[src/rtl/up_down_counter_n_bit.sv]
// Parametrised up/down counter with wrap or saturate mode, clock-enable prescaler,
// synchronous clear/load and terminal-count / wrap / saturation status.
module up_down_counter_n_bit #(
    parameter int unsigned WIDTH     = 8,
    parameter int unsigned MOD_VALUE = 2 ** WIDTH,
    parameter int unsigned SATURATE  = 0,
    parameter int unsigned PRESCALE  = 1
) (
    input  logic             Clk_In,
    input  logic             Resetb_In,
    input  logic             Start_Stopb_In,
    input  logic             Up_Downb_In,
    input  logic             Clear_In,
    input  logic             Load_In,
    input  logic [WIDTH-1:0] Load_Value_In,
    output logic [WIDTH-1:0] Count_Out,
    output logic             Max_Out,
    output logic             Min_Out,
    output logic             Wrap_Out,
    output logic             Sat_Out
);

    // A one-bit prescaler is kept even for PRESCALE=1; it then never leaves zero.
    localparam int unsigned     PsW    = (PRESCALE > 1) ? $clog2(PRESCALE) : 1;
    localparam logic [WIDTH-1:0] MaxVal = WIDTH'(MOD_VALUE - 1);
    localparam logic [PsW-1:0]   PsLast = PsW'(PRESCALE - 1);

    logic [WIDTH-1:0] count_q, count_d;
    logic [PsW-1:0]   ps_q, ps_d;
    logic             wrap_q, wrap_d;
    logic             sat_q, sat_d;
    logic             tick;

    always_comb begin
        count_d = count_q;
        ps_d    = ps_q;
        wrap_d  = 1'b0;
        sat_d   = sat_q;
        tick    = 1'b0;

        if (Clear_In) begin
            count_d = '0;
            ps_d    = '0;
            sat_d   = 1'b0;
        end else if (Load_In) begin
            count_d = (Load_Value_In > MaxVal) ? MaxVal : Load_Value_In;
            ps_d    = '0;
            sat_d   = 1'b0;
        end else if (Start_Stopb_In) begin
            if (ps_q == PsLast) begin
                ps_d = '0;
                tick = 1'b1;
            end else begin
                ps_d = ps_q + 1'b1;
            end

            // Sat stays sticky only while ticks keep getting blocked at a limit.
            if (tick) begin
                sat_d = 1'b0;
                if (Up_Downb_In) begin
                    if (count_q != MaxVal) begin
                        count_d = count_q + 1'b1;
                    end else if (SATURATE != 0) begin
                        sat_d = 1'b1;
                    end else begin
                        count_d = '0;
                        wrap_d  = 1'b1;
                    end
                end else begin
                    if (count_q != '0) begin
                        count_d = count_q - 1'b1;
                    end else if (SATURATE != 0) begin
                        sat_d = 1'b1;
                    end else begin
                        count_d = MaxVal;
                        wrap_d  = 1'b1;
                    end
                end
            end
        end
    end

    always_ff @(posedge Clk_In or negedge Resetb_In) begin
        if (!Resetb_In) begin
            count_q <= '0;
            ps_q    <= '0;
            wrap_q  <= 1'b0;
            sat_q   <= 1'b0;
        end else begin
            count_q <= count_d;
            ps_q    <= ps_d;
            wrap_q  <= wrap_d;
            sat_q   <= sat_d;
        end
    end

    assign Count_Out = count_q;
    assign Max_Out   = (count_q == MaxVal);
    assign Min_Out   = (count_q == '0);
    assign Wrap_Out  = wrap_q;
    assign Sat_Out   = sat_q;

endmodule

[config.mk]
export PLATFORM = sky130hd
export DESIGN_NAME = up_down_counter_n_bit
export DESIGN_NICKNAME = d
export VERILOG_FILES = /design/src/rtl/up_down_counter_n_bit.sv
export SDC_FILE = /design/constraint.sdc
export NUM_CORES = 1
export LEC_CHECK = 0
export CAP_MARGIN = 20
export CORE_AREA = 2 2 47 49
export DETAILED_ROUTE_END_ITERATION = 16
export DIE_AREA = 0 0 49 51
export GPL_TIMING_DRIVEN = 1
export HOLD_SLACK_MARGIN = 0.03
export PLACE_DENSITY = 0.75
export REMOVE_ABC_BUFFERS = 1
export SLEW_MARGIN = 20
export SYNTH_ARGS = -nofsm -noshare
export SYNTH_HDL_FRONTEND = slang
export SYNTH_SLANG_ARGS = --single-unit
[constraint.sdc]
create_clock -name Clk_In -period 2.5 [get_ports Clk_In]
set_input_delay 0.375 -clock Clk_In [delete_from_list [all_inputs] [get_ports Clk_In]]
set_output_delay 0.375 -clock Clk_In [all_outputs]
set_load 0.03 [all_outputs]
# Yosys cells after proc, flatten, opt, wreduce, memory -nomap -nowiden
# Index checks and enable logic that the tools add are counted.
[word_totals]
register_bits = 11
latchBits = 0
mem_bits_rw = 0
rom_bits = 0
inputBits = 14
out_inout_bits = 12
elab_cells = 42
mem_count = 0
[op_classes]
add_sub_neg = 3
mul = 0
div_mod_pow = 0
order_cmp = 1
n_eq_ne = 2
shifts = 0
mux = 27
bitwise_logic = 0
reduce_logical = 5
[ops]
columns = ["operator", "n"]
rows = [
  ["$mux 8", 8],
  ["$mux 1", 19],
  ["$add 8x1->8 const B", 1],
  ["$eq 8x8->1 const B", 1],
  ["$gt 8x8->1 const B", 1],
  ["$logic_not 8->1", 1],
  ["$ne 8x8->1 const B", 1],
  ["$reduce_bool 8->1", 1],
  ["$sub 8x1->8 const B", 1],
  ["$reduce_bool 3->1", 2],
  ["$reduce_and 2->1", 1],
  ["$add 1x1->1 const B", 1],
]

# Depth between registers and ports, before layout
[depth]
ltp_word = 8
depth_mapped = 7
ltp_nobuf = 6

# Worst setup path before layout
# OpenSTA, ideal clock, no wires.
[synth_path]
path_type = "flip-flop to flip-flop"
startpoint = "register count_q[2] (netlist: Count_Out[2])"
endpoint = "register count_q[0] (netlist: Count_Out[0])"
setup_ns = 0.120
t_arrival_ns = 2.213
t_required_ns = 2.380
setup_slack_ns = 0.167
stages_incl_launch_ff = 6
n_path_buf = 1
period_less_slack_ns = 2.333
cell_sequence = "dfrtp_1 clkbuf_1 nand4_1 nor3_1 nand2_1 a41o_1"
[synth_between]
elab_chain_len = 7
elab_cells_between_ends = 9
cone_classes = "1 x eq/ne; 7 x mux; 1 x reduce/logical"
[synth_rtl]
columns = ["item", "line_no", "text"]
rows = [
  ["start, declared", "28", "logic [WIDTH-1:0] count_q, count_d;"],
  ["start signal, assigned", "90", "count_q <= count_d;"],
  ["$ne 8x8->1 or $reduce_bool 8->1 (tied branches)", "61, 70", ""],
  ["$mux 8, on equally long branches", "61, 70", ""],
  ["$mux 8 (*)", "60", "if (Up_Downb_In) begin"],
  ["$mux 8 (*)", "58", "if (tick) begin"],
  ["$mux 8 (*)", "49", "end else if (Start_Stopb_In) begin"],
  ["$mux 8 (*)", "45", "end else if (Load_In) begin"],
  ["$mux 8 (*)", "41", "if (Clear_In) begin"],
]
# Mark *: on every way between the ends. The rest lies on a longest branch, timed or not. The select of a mux whose other input is x is not followed.
# A chain may end at the register's enable or synchronous reset.

# Worst setup path in the final report
[layout_path]
startpoint = "register count_q[5] (netlist: Count_Out[5])"
endpoint = "output port Min_Out"
[layout_between]
elab_chain_len = 1
[layout_rtl]
columns = ["item", "line_no", "text"]
rows = [
  ["$logic_not 8->1", "99", "assign Min_Out = (count_q == '0);"],
  ["end, declared", "18", "output logic Min_Out,"],
]
# No other way between the ends.

==> impl_results.md <==
- CTS buffer count: 3
- Routed vias: 930
- Grt ovf: 0
- Layout cells sized above 1: 11.4%
- Starting density of the core: 42.1%
- CTS HTree Levels: 1
- Tcrit/Tclk final: 97.7%
- RSZ-0062 raised after global routing: no
- Clock buffer depth: 2
- Largest net degree at the start of global routing: 16
- Min cycle time layout: 2.44 ns
- Die footprint: 0.00250 mm²
- FILL cells: 206
- Path type of the worst min-delay path: in -> async
- Top cells by area, synth: dfrtp_1, nor3b_1, a21oi_1, o21ai_0, ha_1
- Crit. End Element: output pin
- Tot GR Track Use: 20.8%
- Synthesized area: 868 µm²
- PortBufs: 24
- Status: finished clean
- Register area share after synthesis: 25.9%
- Post-synth EDFFs: 0
- Pre-antenna DRT Iters: 4
- Reg-to-reg slack, setup: 0.40 ns
- Rows: 17
- Flip-flop and latch count after synthesis: 9
- Die height: 51 µm
- Postcts setup bufs: 0
- Layout Skew: 0.0113 ns
- Worst Path Max Fanout: 9
- Final worst slack: 0.0574 ns
- Gpl congestion: 0.952
- Unique masters post-synth: 43
- TNS Setup: 0 ns
- Cell taking the most area after synthesis: dfrtp_1
- Worst setup SP type: flop
- Detailed Place HPWL: 1.76 mm
- Routed wire length: 2.34 mm
- ANT cells: 0
- Synth top cells by count: a21oi_1, clkbuf_1, dfrtp_1, inv_1, o21ai_0
- Residual DRC: 0
- P&R area growth vs syn: 32.0%
- Clock slew at reported path FFs: 0.07 ns
- Max cap viols: 0
- Placeable core region: 0.00206 mm²
- Dpl cells: 156
- Worst-skew pair later-pin latency: 0.28 ns
- Yosys warns: 0
- Async SR Flop Fraction: 100%
- Setup violators final: 0
- Worst EP required: 2.12 ns
- Leak pwr: 0.000444 µW
- Vias in the first global route: 897
- Final hold viol count: 0
- Synth Flop Type: dfrtp_1
- Crit Path Class: reg -> out
- Yosys top cell area share: 25.9%
- Nets: 150
- First-pass GRT wire length: 3.95 mm
- Syn Inst Count: 111
- Vias per cell: 5.81
- Die width: 49 µm
- Pre-CTS setup slack: 0.273 ns
- Clock root buffer: clkbuf_4
- DRT antenna net count: 0
- Max-slew violations: 0
- CTS tree: done
- Initial antenna violation count: 0
- CP arrival: 2.07 ns
- Wirelength per Cell: 14.6 µm
- # clock sinks: 9
- Boundary Pins: 26
- Syn Area/Cell: 7.82 µm²
- Final Non-Filler Cells: 160
- Fmax: 409 MHz
- Peak supply drop: 287 µV
- DRT iter0 DRCs: 30
- Cell Pwr Density: 435 mW/mm²
[final cells by class]
class | count | area (µm²) | area share [%]
Multi-Input combinational cell | 81 | 552 | 48.1
Timing Repair Buffer | 29 | 274 | 23.9
Sequential cell | 9 | 225 | 19.7
Tap cell | 28 | 35.0 | 3.06
Inverter | 9 | 33.8 | 2.95
Clock buffer | 4 | 26.3 | 2.29
[layout by cell type, fill, tap and decap left out, types with 3 or more instances in the layout]
| cell | synthesis | final |
|---|---|---|
| nand2_1 | 7 | 7 |
| inv_1 | 9 | 9 |
| clkdlybuf4s50_1 | 0 | 22 |
| a21oi_1 | 9 | 9 |
| xnor2_1 | 3 | 3 |
| nor3_1 | 5 | 5 |
| buf_4 | 1 | 6 |
| o21ai_0 | 8 | 8 |
| clkbuf_4 | 0 | 3 |
| nand3_1 | 4 | 4 |
| dfrtp_1 | 9 | 9 |
| ha_1 | 3 | 3 |
| nor3b_1 | 7 | 7 |
[power by group]
group	internal, µW	switching [µW]	leakage [µW]
registers	156	20.1	0.000119
logic	96.2	108	0.000310
clock network	61.7	56.1	0.0000150
[per-stage QoR]
step | hold WS, ns | total power [µW] | instance area (µm²) | utilization (%)
floorplan | 0.0794 | 293 | 811 | -
global route | 0.440 | 525 | 1150 | 55.5
CTS | 0.425 | 497 | 1150 | 55.5
finish | 0.407 | 498 | 1150 | 55.5
detailed placement | 0.694 | 382 | 1120 | 54.3
global placement | 0.655 | 378 | 1120 | 54.3
[flip-flops by register name, indices dropped and copies added, names as in the netlist]
| signal | flops |
|---|---|
| Wrap_Out | 1 |
| Count_Out | 8 |
[path summary, 6_finish.rpt]
| check | startpoint | end | depth (start not counted) |
|---|---|---|---|
| max in group asynchronous | Resetb_In | Count_Out[7]$_DFFE_PN0P_ | 1 |
| worst min-delay path | Resetb_In | Count_Out[3]$_DFFE_PN0P_ | 1 |
| worst max-delay path | Count_Out[5]$_DFFE_PN0P_ | Min_Out | 4 |
| min in group Clk_In | Load_Value_In[4] | Count_Out[4]$_DFFE_PN0P_ | 3 |
| worst min register to register | Count_Out[7]$_DFFE_PN0P_ | Count_Out[7]$_DFFE_PN0P_ | 2 |
| worst max register to register | Count_Out[5]$_DFFE_PN0P_ | Count_Out[4]$_DFFE_PN0P_ | 4 |
[worst max-delay path, cell delays in order, from the launching register on]
cell     delay [ns]
dfrtp_1        0.46
or4_4          0.60
or3_2          0.51
inv_1          0.07
buf_4          0.15
[what timing repair did]
item	in CTS	in global routing
setup endpoints to repair	1	0
resized for setup	1	0
hold buffers	0	0
[logic make-up (layout without fill, tap and decap cells)]
family                   Yosys count  after routing  synth area share, %
AO/OA/AOI/OAI                     34             34                 27.5
XOR/XNOR                           5              5                 5.04
adder cells (fa/ha/maj)            3              3                 4.32
buffers and inverters             21             42                 10.5
flip-flops                         9              9                 25.9
multiplexers                       1              1                 1.15
other                              1              1                0.432
AND/OR/NAND/NOR                   37             37                 25.1
[layer usage]
layer | part of all wire [%] | vias to the layer above | routed length (µm) | track usage (%)
li1 | - | 448 | - | -
met1 | 45 | 438 | 1060 | 26.6
met2 | 46 | 40 | 1070 | 33.8
met3 | 7.5 | 4 | 175 | 5.56
met4 | 1.8 | 0 | 41 | 7.62
met5 | 0 | - | 0 | 0
No activity file was read; power rests on OpenSTA's default activity.
==> RTL edit 1, RTL diff (same settings) <==
Remove the register `wrap_q`: a continuous assignment takes its place, so the output `Wrap_Out` follows one clock earlier.
--- a/src/rtl/up_down_counter_n_bit.sv
+++ b/src/rtl/up_down_counter_n_bit.sv
@@ -84,15 +84,15 @@
         if (!Resetb_In) begin
             count_q <= '0;
             ps_q    <= '0;
-            wrap_q  <= 1'b0;
             sat_q   <= 1'b0;
         end else begin
             count_q <= count_d;
             ps_q    <= ps_d;
-            wrap_q  <= wrap_d;
             sat_q   <= sat_d;
         end
     end
+
+    assign wrap_q = wrap_d;
 
     assign Count_Out = count_q;
     assign Max_Out   = (count_q == MaxVal);
Formal check against the unedited RTL: not equivalent (Yosys sat finds a counterexample within 4 cycles, from zero or initial values and one cycle with Resetb_In low).
==> RTL edit 1 against the unedited design <==
Clock skew shrank 5.1 ps; sequential cell count shrank 1; wire length grew 5.6%; critical path type unchanged; non-clock buffer count grew 3; critical endpoint is now Wrap_Out; clock power shrank 8%; die area is the same; area after synthesis is the same; power shrank 1.3%; setup slack gained 210 ps; design area grew 2.8%; sequential share of layout area shrank 2.7 points; maximum frequency grew 9.4%.
==> RTL edit 1: results (changes against the unedited design) <==
stage	metric	value	unit	change
outcome	status	finished clean		
grt	vias in the first global route	917		+2.2%
placed_design	Port Buffer Count	24		unchanged
worst_setup_path	worst-path maximum fanout	7		-2
synthesis	synth top area cells	dfrtp_1, xnor2_1, ha_1		
grt	met3 Use GR	0.0292		-0.0263
worst_setup_path	crit path launch	Count_Out[0]		
sta	Post-Route Skew	6.20	ps	-5.07 ps
sta	Hold WS	405	ps	-1.60 ps
clock_tree	insertion delay to the later sink of the worst-skew pair	270	ps	
drt	final WL	2470	um	+5.6%
drt	DR WL/cell	15.2	um	+3.7%
cells_and_area	Layout Nets	154		+2.7%
power	Combinational Power	0.000221	W	+8%
synthesis	post-synth cell types	40		-7.0%
placed_design	GPL Wtd Cong	0.925		-2.9%
synthesis	cells after synthesis	107		-3.6%
synthesis	most frequent cells after synthesis	dfrtp_1, inv_1, nor2_1, a21oi_1, nand2_1		
worst_setup_path	flop2flop setup slack	560	ps	+160 ps
power	seq pwr	0.000162	W	-8%
synthesis	post-synthesis sequential area ratio	0.231		-0.0288
grt	met2 Resource Use GR	0.381		+0.0434
worst_setup_path	CP peak stage delay	450	ps	-150 ps
grt	total track usage	0.223		+0.0152
drt	met3 WL post-DR	100	um	-43%
drt	First DRT Iteration DRCs	21		-30%
worst_setup_path	slowest CP cell	dfrtp_1		
worst_setup_path	Reg2Reg Depth	6		+2
placed_design	placed cell area	1150	um2	+2.6%
grt	pin count of the biggest net entering global routing	12		-4
placed_design	placed cells	160		+2.6%
worst_setup_path	crit path capture	Wrap_Out		
worst_setup_path	Crit path arrival time	1860	ps	-210 ps
grt	met1 Use GR	0.268		+0.00243
drt	via/cell ratio	5.77		-0.79%
power	VDD IR-drop max	258	uV	-10%
grt	global-route wire length before repair	4240	um	+7.2%
cells_and_area	fraction of layout cells with a size suffix above 1	0.163		+0.0493
drt	WL met1	1140	um	+7.6%
drt	WL met2	1180	um	+10%
power	Leak Pwr	0.495	nW	+11%
placed_design	HPWL Detailed	1880	um	+6.8%
power	switching pwr	0.000192	W	+4.0%
==> RTL edit 1: through the flow <==
stage	util	setup slack, ps	total power, W
2_1_floorplan	-	173	0.000286
3_3_place_gp	0.557	308	0.000380
3_5_place_dp	0.557	242	0.000384
4_1_cts	0.568	9.85	0.000494
5_1_grt	0.571	84.4	0.000521
6_report	0.571	266	0.000492
==> RTL edit 1: cells by family after synthesis <==
group	count (synthesis)	synth area share
and+or+nand+nor	37	0.238
AOI/OAI and AO/OA	34	0.303
buffers and inverters	16	0.0980
DFF	8	0.231
xor gates and xnor gates	6	0.0605
adders and majority gates	3	0.0432
muxes	2	0.0231
other	1	0.00432
==> RTL edit 1: area by class of cell <==
cell class                      count  area [um2]
Tap cell                           28        35.0
Fill cell                         192         885
Timing Repair Buffer               32         299
Inverter                            9        33.8
Sequential cell                     8         200
Clock buffer                        3        22.5
Multi-Input combinational cell     83         588
==> RTL edit 2, RTL diff (same flow settings) <==
Made on the original files. `SATURATE`: 0 -> 1.
--- a/src/rtl/up_down_counter_n_bit.sv
+++ b/src/rtl/up_down_counter_n_bit.sv
@@ -3,7 +3,7 @@
 module up_down_counter_n_bit #(
     parameter int unsigned WIDTH     = 8,
     parameter int unsigned MOD_VALUE = 2 ** WIDTH,
-    parameter int unsigned SATURATE  = 0,
+    parameter int unsigned SATURATE  = 1,
     parameter int unsigned PRESCALE  = 1
 ) (
     input  logic             Clk_In,
Function: changed (Yosys sat finds a counterexample within 4 cycles, from zero or initial values and one cycle with Resetb_In low).
==> RTL edit 2 against the unedited design <==
Wire length about the same; setup slack improved by 200 ps; design area is 3.1% higher; power rose by 25%; worst hold slack better by 12 ps; area after synthesis down 4.8%; critical path depth decreased by 1; sequential cell count stayed put; highest routed layer is now met3.
==> RTL edit 2: results (changes against the unedited design) <==
stage	metric	value	unit	change
outcome	status	finished clean		
power	switching share of power	0.403		+0.0331
synthesis	XOR/XNOR share of the synthesized area	0.0530		+0.00252
synthesis	post-synthesis sequential area ratio	0.272		+0.0129
synthesis	adder-cell share of the synthesized area	0.115		+0.0717
power	Combinational Power	0.000315	W	+54%
grt	met2 Resource Use GR	0.347		+0.00913
clock_tree	Reg clk slew, reported paths	70	ps	about the same
placed_design	GPL Wtd Cong	0.965		+1.3%
grt	total track usage	0.197		-0.0107
placed_design	placed cells	151		-3.2%
drt	Pre-antenna DRT Iters	5		+1
synthesis	Synth Area per Inst	8.89	um2	+14%
grt	met3 Use GR	0.0292		-0.0263
placed_design	HPWL Detailed	1810	um	+2.5%
worst_setup_path	slowest CP cell	or4_1		
drt	WL met2	1140	um	+7.1%
worst_setup_path	Crit path arrival time	1860	ps	-210 ps
power	Leak Pwr	0.520	nW	+17%
cells_and_area	Post-Layout Cell Count	155		-3.1%
sta	Post-Route Skew	0.254	ps	-11.0 ps
clock_tree	Root Driver	clkbuf_4		
synthesis	most frequent cells after synthesis	dfrtp_1, a21oi_1, nor2_1, ha_1, nand2_1		
synthesis	synth top area cells	dfrtp_1, ha_1, mux2i_1		
clock_tree	H-tree depth	1		unchanged
worst_setup_path	worst-path maximum fanout	5		-4
drt	First DRT Iteration DRCs	51		+70%
synthesis	post-synthesis mux area share	0.0605		+0.0490
synthesis	post-synth cell types	35		-19%
grt	pin count of the biggest net entering global routing	15		-1
placed_design	dpl ws	-2.11	ps	-275 ps
drt	routed vias	895		-3.8%
drt	detailed-route DRC error count	0		unchanged
worst_setup_path	CP peak stage delay	560	ps	-40 ps
power	share of total power in combinational logic	0.507		+0.097
drt	WL met1	1000	um	-4.9%
synthesis	compound-cell area share of the yosys netlist	0.247		-0.0286
power	VDD IR-drop max	276	uV	-3.7%
cells_and_area	fraction of layout cells with a size suffix above 1	0.126		+0.0123
clock_tree	Clock Path Buffers	2		unchanged
drt	DR WL/cell	15.1	um	+3.2%
power	sequential share of power	0.303		-0.050
grt	global-route wire length before repair	3770	um	-4.7%
grt	met1 Use GR	0.252		-0.0140
drt	highest routed layer	met3		
drt	met3 WL post-DR	191	um	+9.1%
grt	vias in the first global route	850		-5.2%
clock_tree	insertion delay to the later sink of the worst-skew pair	260	ps	-20 ps
RTL edit 2: through the flow:
stage | utilization | area [um2] | TNS [ps]
after detailed placement | 0.560 | 1150 | -2.11
after global placement | 0.560 | 1150 | 0
after global routing | 0.572 | 1180 | 0
after floorplan | - | 812 | 0
after CTS | 0.572 | 1180 | 0
final | 0.572 | 1180 | 0
RTL edit 2: path summary, 6_finish.rpt:
check | from | to | slack (ps) | depth (start not counted)
worst min register to register | Sat_Out | Sat_Out | 500 | 1
worst min-delay path | Resetb_In | Count_Out[0] | 420 | 1
max in group asynchronous | Resetb_In | Count_Out[1] | 1770 | 1
min in group Clk_In | Sat_Out | Sat_Out | 500 | 1
worst max-delay path | Count_Out[4] | Min_Out | 260 | 3
worst max register to register | Count_Out[4] | Count_Out[5] | 340 | 5
RTL edit 2: layout make-up:
type,count,area [um2]
well taps,28,35.0
repair buffers,33,307
inverters,2,7.51
clock inverters,1,5.00
multi-input cells,79,579
clock buffers,3,22.5
flip-flops and latches,9,225
fillers,193,882
